[src/rtl/key_pkg.sv]
// rtl/key_pkg.sv - shared defaults and types for the key debounce block
package key_pkg;
    localparam int N_KEYS_DEFAULT          = 8;
    localparam int DEBOUNCE_CYCLES_DEFAULT = 270000;

    typedef logic [N_KEYS_DEFAULT-1:0] key_vec_t;
endpackage

[src/rtl/key_debounce_bit.sv]
// rtl/key_debounce_bit.sv - one key channel: synchroniser, stability counter, strobes, toggle
import key_pkg::*;

module key_debounce_bit #(
    parameter int DEBOUNCE_CYCLES = DEBOUNCE_CYCLES_DEFAULT,
    parameter int CNT_W           = $clog2(DEBOUNCE_CYCLES)
) (
    input  logic clock,
    input  logic reset,
    input  logic raw,
    output logic stable,
    output logic stable_next,
    output logic pressed,
    output logic released,
    output logic toggle
);
    localparam logic [CNT_W-1:0] CNT_MAX = CNT_W'(DEBOUNCE_CYCLES - 1);

    logic             sync1;
    logic             sync2;
    logic [CNT_W-1:0] cnt;
    logic [CNT_W-1:0] cnt_next;
    logic             rise;
    logic             fall;

    always_comb begin
        cnt_next    = cnt;
        stable_next = stable;
        rise        = 1'b0;
        fall        = 1'b0;
        if (sync2 == stable) begin
            cnt_next = '0;
        end else if (cnt == CNT_MAX) begin
            // The D-th consecutive mismatching edge commits the new level.
            cnt_next    = '0;
            stable_next = sync2;
            rise        = sync2;
            fall        = ~sync2;
        end else begin
            cnt_next = cnt + 1'b1;
        end
    end

    always_ff @(posedge clock or posedge reset) begin
        if (reset) begin
            sync1    <= 1'b0;
            sync2    <= 1'b0;
            cnt      <= '0;
            stable   <= 1'b0;
            pressed  <= 1'b0;
            released <= 1'b0;
            toggle   <= 1'b0;
        end else begin
            sync1    <= raw;
            sync2    <= sync1;
            cnt      <= cnt_next;
            stable   <= stable_next;
            pressed  <= rise;
            released <= fall;
            toggle   <= toggle ^ rise;
        end
    end
endmodule

[src/rtl/key_debounce_sync.sv]
// rtl/key_debounce_sync.sv - N independent debounced key channels plus registered any_pressed
import key_pkg::*;

module key_debounce_sync #(
    parameter int N_KEYS          = N_KEYS_DEFAULT,
    parameter int DEBOUNCE_CYCLES = DEBOUNCE_CYCLES_DEFAULT,
    parameter int CNT_W           = $clog2(DEBOUNCE_CYCLES)
) (
    input  logic              clock,
    input  logic              reset,
    input  logic [N_KEYS-1:0] key_raw,
    output logic [N_KEYS-1:0] key_stable,
    output logic [N_KEYS-1:0] key_pressed,
    output logic [N_KEYS-1:0] key_released,
    output logic [N_KEYS-1:0] key_toggle,
    output logic              any_pressed
);
    logic [N_KEYS-1:0] stable_next;

    generate
        if (DEBOUNCE_CYCLES < 2) begin : g_bad_param
            $error("key_debounce_sync: DEBOUNCE_CYCLES must be >= 2");
        end
    endgenerate

    for (genvar i = 0; i < N_KEYS; i++) begin : g_key
        key_debounce_bit #(
            .DEBOUNCE_CYCLES (DEBOUNCE_CYCLES),
            .CNT_W           (CNT_W)
        ) u_bit (
            .clock       (clock),
            .reset       (reset),
            .raw         (key_raw[i]),
            .stable      (key_stable[i]),
            .stable_next (stable_next[i]),
            .pressed     (key_pressed[i]),
            .released    (key_released[i]),
            .toggle      (key_toggle[i])
        );
    end

    // Built from next-state levels so it lands on the same edge as key_stable.
    always_ff @(posedge clock or posedge reset) begin
        if (reset) begin
            any_pressed <= 1'b0;
        end else begin
            any_pressed <= |stable_next;
        end
    end
endmodule
[config.mk]
export PLATFORM = sky130hd
export DESIGN_NAME = key_debounce_sync
export DESIGN_NICKNAME = d
export VERILOG_FILES = /design/src/rtl/key_pkg.sv /design/src/rtl/key_debounce_bit.sv /design/src/rtl/key_debounce_sync.sv
export SDC_FILE = /design/constraint.sdc
export NUM_CORES = 1
export LEC_CHECK = 0
export BUFFER_PORTS_ARGS = -buffer_cell sky130_fd_sc_hd__buf_2
export CAP_MARGIN = 20
export CORE_MARGIN = 2
export CORE_UTILIZATION = 55
export DETAILED_ROUTE_END_ITERATION = 6
export PLACE_DENSITY = 0.87
export SYNTH_ARGS = -nofsm -noshare
export SYNTH_HDL_FRONTEND = slang
export SYNTH_SLANG_ARGS = --single-unit
[constraint.sdc]
create_clock -name clock -period 5.85 [get_ports clock]
set_input_delay 0.585 -clock clock [delete_from_list [all_inputs] [get_ports clock]]
set_output_delay 0.585 -clock clock [all_outputs]
set_load 0.005 [all_outputs]
**After elaboration in Yosys (flattened, before gate mapping)**

Index checks and enable logic that the tools add are counted.

- Register bits after elaboration: 201
- Input port bits: 10
- Output and inout bits: 33

- Add/subtract/negate cells: 8
- Eq/ne operators: 16
- Muxes and demuxes: 64
- Bitwise gates (word level): 16
- Reductions and logical operators: 1

Operators by type and width:

| operator | count |
|---|---|
| $mux W19 | 16 |
| $add A19 B1 Y19 const B | 8 |
| $eq A19 B19 Y1 const B | 8 |
| $mux W1 | 48 |
| $eq A1 B1 Y1 | 8 |
| $not A1 Y1 | 8 |
| $reduce_or A8 Y1 | 1 |
| $xor A1 B1 Y1 | 8 |

**Longest topological paths before layout**

Gate-level depths: netlist of run 1.

- Word-level depth: 4
- Mapped depth: 10
- Depth with buffers taken out: 7

**Hierarchy**

A second synthesis of run 1 with hierarchy kept.

- Cells, all modules: 893
- Area total of the unflattened synthesis: 9454.1 µm²

By module, submodules not included:

| module | times used | cells each | area an instance (µm²) | sequential area each (µm²) |
|---|---|---|---|---|
| key_debounce_bit | 8 | 111 | 1176.1 | 625.6 |
| key_debounce_sync | 1 | 5 | 45.0 | 25.0 |

**Least setup slack after synthesis of run 1**

No wires, ideal clock.

- Path type: register to register
- Start: register g_key[3].u_bit.cnt[0]
- End: register any_pressed
- Setup time: 132 ps
- Arrival time: 1826 ps
- Slack: 3892 ps
- Stages on the path, launching flop included: 8
- Path buffers: 0
- Period minus slack after synthesis: 1958 ps
- Cells stage by stage: dfrtp_1 ha_1 and3_1 and3_1 nand3_1 mux2_2 nor4_1 nand3b_1

- Longest elaborated chain between the ends: 4

Ends and longest elaborated chain:

| what | line | text |
|---|---|---|
| start, declared | key_debounce_bit.sv:21 | `logic [CNT_W-1:0] cnt;` |
| start signal, assigned | key_debounce_bit.sv:56 | `cnt <= cnt_next;` |
| $eq A19 B19 Y1 | key_debounce_bit.sv:33 | `end else if (cnt == CNT_MAX) begin` |
| $mux W1 | key_debounce_bit.sv:33 |  |
| $mux W1 | key_debounce_bit.sv:31 | `if (sync2 == stable) begin` |
| via g_key[3].u_bit.stable_next | key_debounce_bit.sv:12 | `output logic stable_next,` |
| $reduce_or A8 Y1 | key_debounce_sync.sv:47 | `any_pressed <= \|stable_next;` |
| end signal, assigned | key_debounce_sync.sv:47 |  |
| end, declared | key_debounce_sync.sv:16 | `output logic any_pressed` |

The timed path passes the listed nets, and every way through them passes these cells.

**Worst setup path in the final report of run 1**

Ends and elaborated chain as after synthesis.

==> impl_metrics.py, run 1 <==
metrics = {
    "clock_network": {
        "cts_buffers": 22,
        "htree_levels": 1,
        "clockBufferDepth": 3,
        "cts_setup_buffers": 0,
        "clk_latency_ps": 500,
        "ctsResizeCount": 0,
        "clock-sinks": 201,
        "cts_tree": "yes",
        "root_buffer": "clkbuf_16",
        "hold_buffers": 0,
        "cts.clk_slew.worst_paths_ps": 60,
    },
    "synth": {
        "synthCells": 856,
        "syn_nets": 874,
        "syn-cell-area_um2": 9010,
        "ys_async_sr_fraction": 1.00,
        "syn_avg_cell_area_um2": 10.5,
        "yosys_most_used_dff": "dfrtp_1",
        "synth_cell_types": 38,
        "yosysSeqAreaShare": 0.558,
        "synth_edf_count": 0,
        "synth-seq-cells": 201,
        "yosysWarnings": 0,
    },
    "power": {
        "power_leakage_nw": 4.58,
        "irDropWorstVdd_mv": 0.265,
        "cellPowerDensity_nw_per_um2": 286,
        "p_total_mw": 2.84,
    },
    "hold_path": {
        "hold_path_startpoint": "key_raw[7]",
        "whs_path_depth": 1,
        "hold_path_end": "g_key[7].u_bit.sync1$_DFF_PP0_",
        "min_path_type": "input port to flip-flop",
    },
    "floorplanning": {
        "die_y_um": 132,
        "die_area_um2": 17400,
        "start_util": 0.565,
        "io_pins": 43,
        "fp-row-count": 46,
        "design.core.area_um2": 15900,
        "die_x_um": 132,
    },
    "cells_and_area": {
        "fillers": 1215,
        "final_cells": 1110,
        "final_common_cell": "dfrtp_1",
        "layout.nets": 896,
        "n_antenna_cell": 0,
        "drive_gt1_frac": 0.106,
        "final_cell_mix": "dfrtp_1, nor2_1, xor2_1, nand2_1, xnor2_1",
        "areaGrowthSynthToFinish_pct": 10.2,
    },
    "sta": {
        "min_period_ps": 2600,
        "finalSetupTns_ps": 0,
        "hold_viol_final": 0,
        "slew_violations": 0,
        "relSlewSlack": 0.304,
        "rsz0062_at_grt": "false",
        "fmax_ghz": 0.384,
        "fin_ws_ps": 3250,
        "worst_pin_slew_ps": 1040,
        "final.period_utilization": 0.445,
        "fin_skew_ps": 8.95,
        "setup_viol": 0,
    },
    "worst_setup_path": {
        "crit_family": "simple AND/OR/NAND/NOR gates",
        "crit_type": "flip-flop to flip-flop",
        "cp_cell_sequence": "ha_1, and3_1, and3_1, nand3_1, mux2_2, nor4_1, nand3b_1",
        "critPathCaptureType": "flip-flop",
        "rr_startpoint": "g_key[3].u_bit.cnt[0]$_DFF_PP0_",
        "crit_path_max_incr_delay_ps": 690,
        "cp_max_fo": 5,
        "crit_buf_inv": 0,
        "crit_path_frequent_cell": "and3_1",
        "r2r_end": "any_pressed$_DFF_PP0_",
        "cp-start-kind": "flip-flop",
        "r2r_setup_slack_ps": 3250,
        "arrival_ps": 2940,
        "cp.required_ps": 6190,
        "critPathSlowestCell": "nor4_1",
        "r2r_cells": 7,
    },
    "placement": {
        "place_ws_ps": 3250,
        "portBuffers": 42,
        "globalplace.congestion": 0.780,
        "dp_cells": 1070,
        "dp_hpwl_um": 9930,
    },
    "grt": {
        "grt_max_degree": 202,
        "grt_first_pass_wirelength_um": 27600,
        "grt_util_all_layers": 0.185,
        "grt_pass1_vias": 6035,
        "antenna_found_initial": 0,
        "grt_overflow": 0,
    },
    "route": {
        "drtAntennaViolNets": 0,
        "vias_per_cell": 5.31,
        "detail_route.wl_per_cell_um": 14.1,
        "vias": 5893,
        "wirelength_um": 15600,
        "drt_drc_violations_left": 0,
        "drtPass1Iterations": 4,
        "drtIter0Drc": 355,
    },
    "flow_run": {
        "maxCapViolCount": 0,
    },
    "status": {
        "status": "complete, no violations",
    },
}
[cells in the mapped netlist (2+ instances only)]
library cell	number	area [µm²]
nand4b_1	2	17.5
nor3b_1	13	97.6
and3_1	28	175
nand3b_1	2	15.0
nand3_1	51	255
clkbuf_1	6	22.5
xnor2_1	53	464
nor4_1	8	50.1
inv_1	14	52.6
nand2_1	57	214
nor2_1	174	653
mux2_2	7	78.8
dfrtp_1	201	5030
and4_1	7	61.3
o21ai_0	7	35.0
nor3_2	4	40.0
xor2_1	91	797
or3_1	9	56.3
nand2b_1	2	12.5
and3b_1	2	17.5
and4b_1	4	40.0
nor3_1	13	65.1
nor4bb_1	2	20.0
a21oi_1	7	35.0
ha_1	8	100
nand4_1	31	194
nor4b_1	4	35.0
buf_4	33	248
buf_2	6	30.0
and2_1	2	12.5
[power breakdown]
part	internal [mW]	switching [mW]	leakage, nW
Clock	0.805	0.532	0.350
Sequential	1.41	0.0183	2.75
Combinational	0.0190	0.0523	1.47
Total	2.23	0.603	4.58
[logic make-up (layout without fill, tap and decap cells)]
kind of cell,count (synthesis),in the layout,synth area share
flip-flops,201,201,0.558
buffers and inverters,59,97,0.0391
adder cells (fa/ha/maj),8,8,0.0111
AND/OR/NAND/NOR,421,421,0.233
multiplexers,8,8,0.0104
AO/OA/AOI/OAI,15,15,0.00860
XOR/XNOR,144,144,0.140
[per-layer routing]
metal | global-route usage | vias up | wire, µm
li1 | - | 2881 | -
met1 | 0.250 | 2895 | 7160
met2 | 0.310 | 90 | 7490
met3 | 0.0396 | 27 | 681
met4 | 0.0417 | 0 | 275
met5 | 0 | - | 0
[worst max path at each step]
stage	from	endpoint	slack, ps	cells past startpoint
after CTS	g_key[3].u_bit.cnt[0]$_DFF_PP0_	any_pressed$_DFF_PP0_	3270	7
after detailed placement	g_key[3].u_bit.cnt[0]$_DFF_PP0_	any_pressed$_DFF_PP0_	3250	7
after global placement	g_key[3].u_bit.cnt[0]$_DFF_PP0_	any_pressed$_DFF_PP0_	3420	7
final	g_key[3].u_bit.cnt[0]$_DFF_PP0_	any_pressed$_DFF_PP0_	3250	7
after global routing	g_key[3].u_bit.cnt[0]$_DFF_PP0_	any_pressed$_DFF_PP0_	3190	7
after floorplan	reset	any_pressed$_DFF_PP0_	2660	1
[final cells by class]
| class | count | area [µm²] | area share |
|---|---|---|---|
| well taps | 216 | 270 | 0.0272 |
| multi-input cells | 596 | 3630 | 0.366 |
| repair buffers | 43 | 230 | 0.0232 |
| clock inverters | 8 | 75.1 | 0.00756 |
| clock buffers | 32 | 639 | 0.0644 |
| flip-flops and latches | 201 | 5030 | 0.506 |
| inverters | 14 | 56.3 | 0.00567 |
[registers in the layout (all words and copies together) (netlist names)]
signal                flops
any_pressed               1
g_key.u_bit.cnt         152
g_key.u_bit.pressed       8
g_key.u_bit.released      8
g_key.u_bit.stable        8
g_key.u_bit.sync1         8
g_key.u_bit.sync2         8
g_key.u_bit.toggle        8
[worst reg2reg max path, stage by stage, from the launching register on]
cell,delay [ps]
dfrtp_1,410
ha_1,240
and3_1,220
and3_1,190
nand3_1,170
mux2_2,370
nor4_1,690
nand3b_1,160
[per-stage QoR]
step                instance area, µm²  hold slack (ps)   util
floorplan                         9020              331      -
global placement                  9220              332  0.578
detailed placement                9220              335  0.578
CTS                               9930              172  0.623
global route                      9930              171  0.623
finish                            9930              189  0.623
No activity file was read; power rests on OpenSTA's default activity.
==> inputs of run 2 (changes only) <==
Settings changed: ABC_AREA set to 1, CORE_UTILIZATION 55 to 59, PLACE_DENSITY 0.87 to 0.89.
Clock period 5.85 ns to 2.7 ns, I/O delays scaled along.
==> run 2 against run 1 <==
Net effect: critical path depth rose by 3; final cell count rose by 37%; die area rose by 4.9%; clock power rose by 130%; total power rose by 130%; sequential power rose by 120%; clock skew rose by 3.5 ps.
==> impl_metrics.py, run 2 <==
metrics = {
    "clock_network": {
        "clock-sinks": 201,
        "cts_buffers": 22,
        "cts_tree": "yes",
        "htree_levels": 1,
        "cts.clk_slew.worst_paths_ps": 60,
        "root_buffer": "clkbuf_16",
        "clockBufferDepth": 3,
        "clk_latency_ps": 500,
    },
    "synth": {
        "syn_nets": 1261,
        "synth_cell_types": 36,
        "synth_common_cells": "nor2_1, dfrtp_1, nand2_1",
        "ys_async_sr_fraction": 1.00,
        "synthCells": 1243,
        "yosysMostFrequentCell": "nor2_1",
        "yosysWarnings": 0,
        "yosys_most_used_dff": "dfrtp_1",
        "yosysTopAreaCell": "dfrtp_1",
        "synth_top_area_frac": 0.495,
        "synth_edf_count": 0,
        "synth.area.top_cells": "dfrtp_1, nor2_1, nand2_1",
        "syn-cell-area_um2": 10200,
        "syn_avg_cell_area_um2": 8.17,
        "yosysSeqAreaShare": 0.495,
        "synth-seq-cells": 201,
    },
    "floorplanning": {
        "die_x_um": 135,
        "io_pins": 43,
        "die_y_um": 135,
        "start_util": 0.608,
        "die_area_um2": 18300,
        "fp-row-count": 47,
        "design.core.area_um2": 16700,
    },
    "status": {
        "status": "complete, no violations",
    },
    "route": {
        "wirelength_um": 20600,
        "vias_per_cell": 5.32,
        "drtIter0Drc": 464,
        "drtPass1Iterations": 5,
        "drt_drc_violations_left": 0,
        "drtAntennaViolNets": 0,
        "detail_route.wl_per_cell_um": 13.5,
        "vias": 8113,
    },
    "sta": {
        "slew_violations": 0,
        "final.period_utilization": 0.696,
        "setup_viol": 0,
        "hold_viol_final": 0,
        "min_period_ps": 1880,
        "fmax_ghz": 0.532,
        "fin_skew_ps": 12.4,
        "rsz0062_at_grt": "false",
        "worst_pin_slew_ps": 884,
        "relSlewSlack": 0.409,
    },
    "cells_and_area": {
        "final_cell_mix": "nor2_1, dfrtp_1, nand2_1, inv_1, nand3_1",
        "fillers": 1292,
        "fin_area_um2": 11300,
        "regMostFlops": "g_key.u_bit.cnt",
        "areaGrowthSynthToFinish_pct": 11.5,
        "n_antenna_cell": 0,
        "layout.nets": 1306,
        "final_common_cell": "nor2_1",
        "largest_reg_flops": 152,
        "drive_gt1_frac": 0.111,
    },
    "flow_run": {
        "maxCapViolCount": 0,
    },
    "worst_setup_path": {
        "crit_type": "flip-flop to flip-flop",
        "cp_max_fo": 4,
        "r2r_cells": 10,
        "r2r_setup_slack_ps": 820,
        "critPathCaptureType": "flip-flop",
        "arrival_ps": 2240,
        "cp.required_ps": 3070,
        "cp-start-kind": "flip-flop",
    },
    "grt": {
        "grt_max_degree": 41,
        "grt_first_pass_wirelength_um": 35600,
        "grt_util_all_layers": 0.235,
        "grt_pass1_vias": 7921,
        "antenna_found_initial": 0,
        "grt_overflow": 0,
    },
    "power": {
        "power_leakage_nw": 5.33,
        "irDropWorstVdd_mv": 0.536,
        "cellPowerDensity_nw_per_um2": 566,
        "p_total_mw": 6.41,
    },
    "placement": {
        "dp_hpwl_um": 14700,
        "globalplace.congestion": 0.924,
        "portBuffers": 42,
        "post_dp_cell_area_um2": 10500,
    },
    "hold_path": {
        "min_path_type": "flip-flop to flip-flop",
        "whs_path_depth": 0,
    },
}
## run 2: final timing paths
path | start | end
max | g_key[6].u_bit.cnt[0]$_DFF_PP0_ | any_pressed$_DFF_PP0_
min | g_key[7].u_bit.sync1$_DFF_PP0_ | g_key[7].u_bit.sync2$_DFF_PP0_
max reg2reg | g_key[6].u_bit.cnt[0]$_DFF_PP0_ | any_pressed$_DFF_PP0_
min reg2reg | g_key[7].u_bit.sync1$_DFF_PP0_ | g_key[7].u_bit.sync2$_DFF_PP0_
max in group asynchronous | reset | g_key[2].u_bit.cnt[14]$_DFF_PP0_
min in group asynchronous | reset | g_key[7].u_bit.toggle$_DFF_PP0_
## run 2: per-stage QoR
stage | hold slack [ps] | setup WS, ps | cells | setup TNS (ps) | util
2_1_floorplan | 301 | -172 | 1243 | -34640 | -
5_1_grt | 356 | 636 | 1524 | 0 | 0.678
4_1_cts | 349 | 829 | 1524 | 0 | 0.678
3_3_place_gp | 332 | 941 | 1475 | 0 | 0.626
6_report | 346 | 821 | 1524 | 0 | 0.678
3_5_place_dp | 337 | 839 | 1475 | 0 | 0.626
## run 2: timing repair
action	CTS	global route
gates resized for setup	0	0
buffers inserted	0	0
hold endpoints to repair	41	0
hold buffers	9	0
## run 2: logic make-up (layout without fill, tap and decap cells)
group                      after synthesis  in the layout  share of synthesized area
xor gates and xnor gates                71             71                     0.0612
AOI/OAI and AO/OA                       88             88                     0.0464
adders and majority gates                8              8                    0.00986
buffers and inverters                  218            279                     0.0935
DFF                                    201            201                      0.495
and+or+nand+nor                        657            657                      0.294
## run 2: per-layer routing
layer  global-route usage  vias to the layer above  wire length (µm)
met2                0.403                      236              9980
met3               0.0370                       47              1130
li1                     -                     3972                 -
met1                0.311                     3858              8930
met5                    0                        -                 0
met4               0.0718                        0               596
## run 2: cell type report
| cell class | count | area, µm² | area share |
|---|---|---|---|
| inverter | 182 | 687 | 0.0607 |
| multi-input combinational | 824 | 4180 | 0.369 |
| sequential | 201 | 5030 | 0.444 |
| tap | 220 | 275 | 0.0243 |
| clock buffer | 30 | 642 | 0.0567 |
| clock inverter | 10 | 128 | 0.0113 |
| timing repair buffer | 57 | 383 | 0.0338 |
## run 2: power by group
group	switching (mW)	internal (mW)	leakage, nW
combinational	0.143	0.0640	2.19
sequential	0.0318	3.05	2.75
clock	1.17	1.95	0.382
total	1.34	5.07	5.33
## run 2: worst max-delay path, cell delays in order, from the launching register on
cell     delay (ps)
dfrtp_1         380
ha_1            210
nand2_1          80
nor2_1          240
nand3_1         120
nor2_1          230
nand2_1          80
nand2_1         120
nand2_1          70
nor2_1          130
nand2_1         100
==> inputs of run 3 (changes only) <==
Clock period 2.7 ns to 1.9 ns, I/O delays scaled along.
==> run 3 against run 2 <==
Net effect: setup slack worse by 640 ps; cell area is 0.18% lower; clock-buffer cell count is the same; global-route usage down 0.29 points; sequential cell count did not move; core utilization down 0.12 points; critical endpoint unchanged.
==> impl_metrics.py, run 3 (same netlist as run 2, synthesis figures left out) <==
metrics = {
    "route": {
        "vias_per_cell": 5.33,
        "drt_drc_violations_left": 0,
        "drtAntennaViolNets": 0,
        "drtIter0Drc": 499,
        "vias": 8135,
        "wirelength_um": 20500,
        "detail_route.wl_per_cell_um": 13.4,
        "drtPass1Iterations": 5,
    },
    "sta": {
        "setup_viol": 0,
        "final.period_utilization": 0.905,
        "fin_skew_ps": 12.9,
        "worst_pin_slew_ps": 562,
        "hold_viol_final": 0,
        "slew_violations": 0,
        "relSlewSlack": 0.625,
        "min_period_ps": 1720,
        "rsz0062_at_grt": "false",
        "worst_hold_slack_ps": 327,
        "fmax_ghz": 0.582,
    },
    "cells_and_area": {
        "areaGrowthSynthToFinish_pct": 11.3,
        "final_util": 0.677,
        "largest_reg_flops": 152,
        "layout.nets": 1311,
        "fillers": 1263,
        "n_antenna_cell": 0,
        "regArea_um2": 5030,
        "regMostFlops": "g_key.u_bit.cnt",
        "final_cell_mix": "nor2_1, dfrtp_1, nand2_1, inv_1, nand3_1",
        "drive_gt1_frac": 0.119,
        "multi_input_area_um2": 4190,
        "final_common_cell": "nor2_1",
    },
    "placement": {
        "portBuffers": 42,
        "dp_hpwl_um": 14300,
        "globalplace.congestion": 0.916,
    },
    "flow_run": {
        "maxCapViolCount": 0,
    },
    "floorplanning": {
        "die_area_um2": 18300,
        "io_pins": 43,
        "die_x_um": 135,
        "die_y_um": 135,
        "fp-row-count": 47,
        "start_util": 0.608,
        "design.core.area_um2": 16700,
    },
    "worst_setup_path": {
        "cp-start-kind": "flip-flop",
        "r2r_cells": 10,
        "r2r_setup_slack_ps": 180,
        "r2r_end": "any_pressed$_DFF_PP0_",
        "crit_start": "g_key[5].u_bit.cnt[0]$_DFF_PP0_",
        "rr_startpoint": "g_key[5].u_bit.cnt[0]$_DFF_PP0_",
        "critPathCaptureType": "flip-flop",
        "cp.required_ps": 2290,
        "arrival_ps": 2110,
        "crit_end": "any_pressed$_DFF_PP0_",
        "crit_type": "flip-flop to flip-flop",
        "cp_max_fo": 3,
    },
    "clock_network": {
        "cts_setup_buffers": 0,
        "root_buffer": "clkbuf_16",
        "cts_buffers": 22,
        "clock-sinks": 201,
        "htree_levels": 1,
        "cts.clk_slew.worst_paths_ps": 60,
        "clockBufferDepth": 3,
        "cts_tree": "yes",
        "clk_latency_ps": 500,
    },
    "grt": {
        "antenna_found_initial": 0,
        "grt_pass1_vias": 7899,
        "grt_max_degree": 110,
        "grt_overflow": 0,
        "grt_util_all_layers": 0.233,
        "grt_first_pass_wirelength_um": 35200,
    },
    "status": {
        "status": "complete, no violations",
    },
    "power": {
        "irDropWorstVdd_mv": 0.669,
        "cellPowerDensity_nw_per_um2": 780,
        "power_leakage_nw": 5.32,
    },
    "hold_path": {
        "min_path_type": "input port to flip-flop",
    },
}
run 3: cell count changes in the layout (fill, tap and decap cells not counted):
cell	change
buf_12	-1
buf_4	+6
bufinv_16	-2
clkinv_2	+1
clkinvlp_4	-1
nor2_1	-7
nor2_2	+7
run 3: worst min path at each step:
stage / depth (start not counted) / end / from / slack [ps]
finish: 2 / g_key[5].u_bit.sync1$_DFF_PP0_ / key_raw[5] / 330
CTS: 2 / g_key[5].u_bit.sync1$_DFF_PP0_ / key_raw[5] / 310
global route: 2 / g_key[2].u_bit.sync1$_DFF_PP0_ / key_raw[2] / 320
global placement: 1 / g_key[7].u_bit.sync1$_DFF_PP0_ / key_raw[7] / 300
detailed placement: 1 / g_key[5].u_bit.sync1$_DFF_PP0_ / key_raw[5] / 300
floorplan: 0 / g_key[0].u_bit.sync1$_DFF_PP0_ / key_raw[0] / 220
run 3: worst max-delay path: stages (launching register included):
cell and delay (ps):
dfrtp_1 380, ha_1 190, nand3_1 170, inv_1 140, nand3_1 100, nor2_2 160
nand2_1 70, nand2_1 100, nand2_1 110, nor2_1 120, nand2_1 70
run 3: what timing repair did:
action	in CTS	in global routing
hold buffers	9	0
resized for setup	0	7
hold endpoints to repair	209	0
setup endpoints to repair	0	13
run 3: layer usage:
layer | track usage | wire length, µm | part of all wire
met1 | 0.304 | 9080 | 0.44
met2 | 0.402 | 9860 | 0.48
met3 | 0.0367 | 1000 | 0.049
met4 | 0.0718 | 559 | 0.027
met5 | 0 | 0 | 0
run 3: power by group:
part / leakage, nW / switching, mW / internal, mW
sequential: 2.75 / 0.0460 / 4.34
combinational: 2.21 / 0.205 / 0.0935
clock: 0.357 / 1.65 / 2.49
run 3: stage by stage:
stage                     cell area [µm²]  worst slack, ps  std cells  power, mW  setup TNS, ps
final                               11300              181       1527       8.82              0
after CTS                           11300             64.2       1527       8.89              0
after global routing                11300             10.3       1527       9.11              0
after global placement              10500              225       1480       4.73              0
after floorplan                     10200             -892       1243       4.65        -179360
after detailed placement            10500              118       1480       4.75              0
run 3: cell type report:
| cell class | instances | area share |
|---|---|---|
| flip-flops and latches | 201 | 0.445 |
| inverters | 182 | 0.0608 |
| clock inverters | 8 | 0.00576 |
| well taps | 220 | 0.0244 |
| clock buffers | 30 | 0.0568 |
| repair buffers | 62 | 0.0361 |
| multi-input cells | 824 | 0.371 |
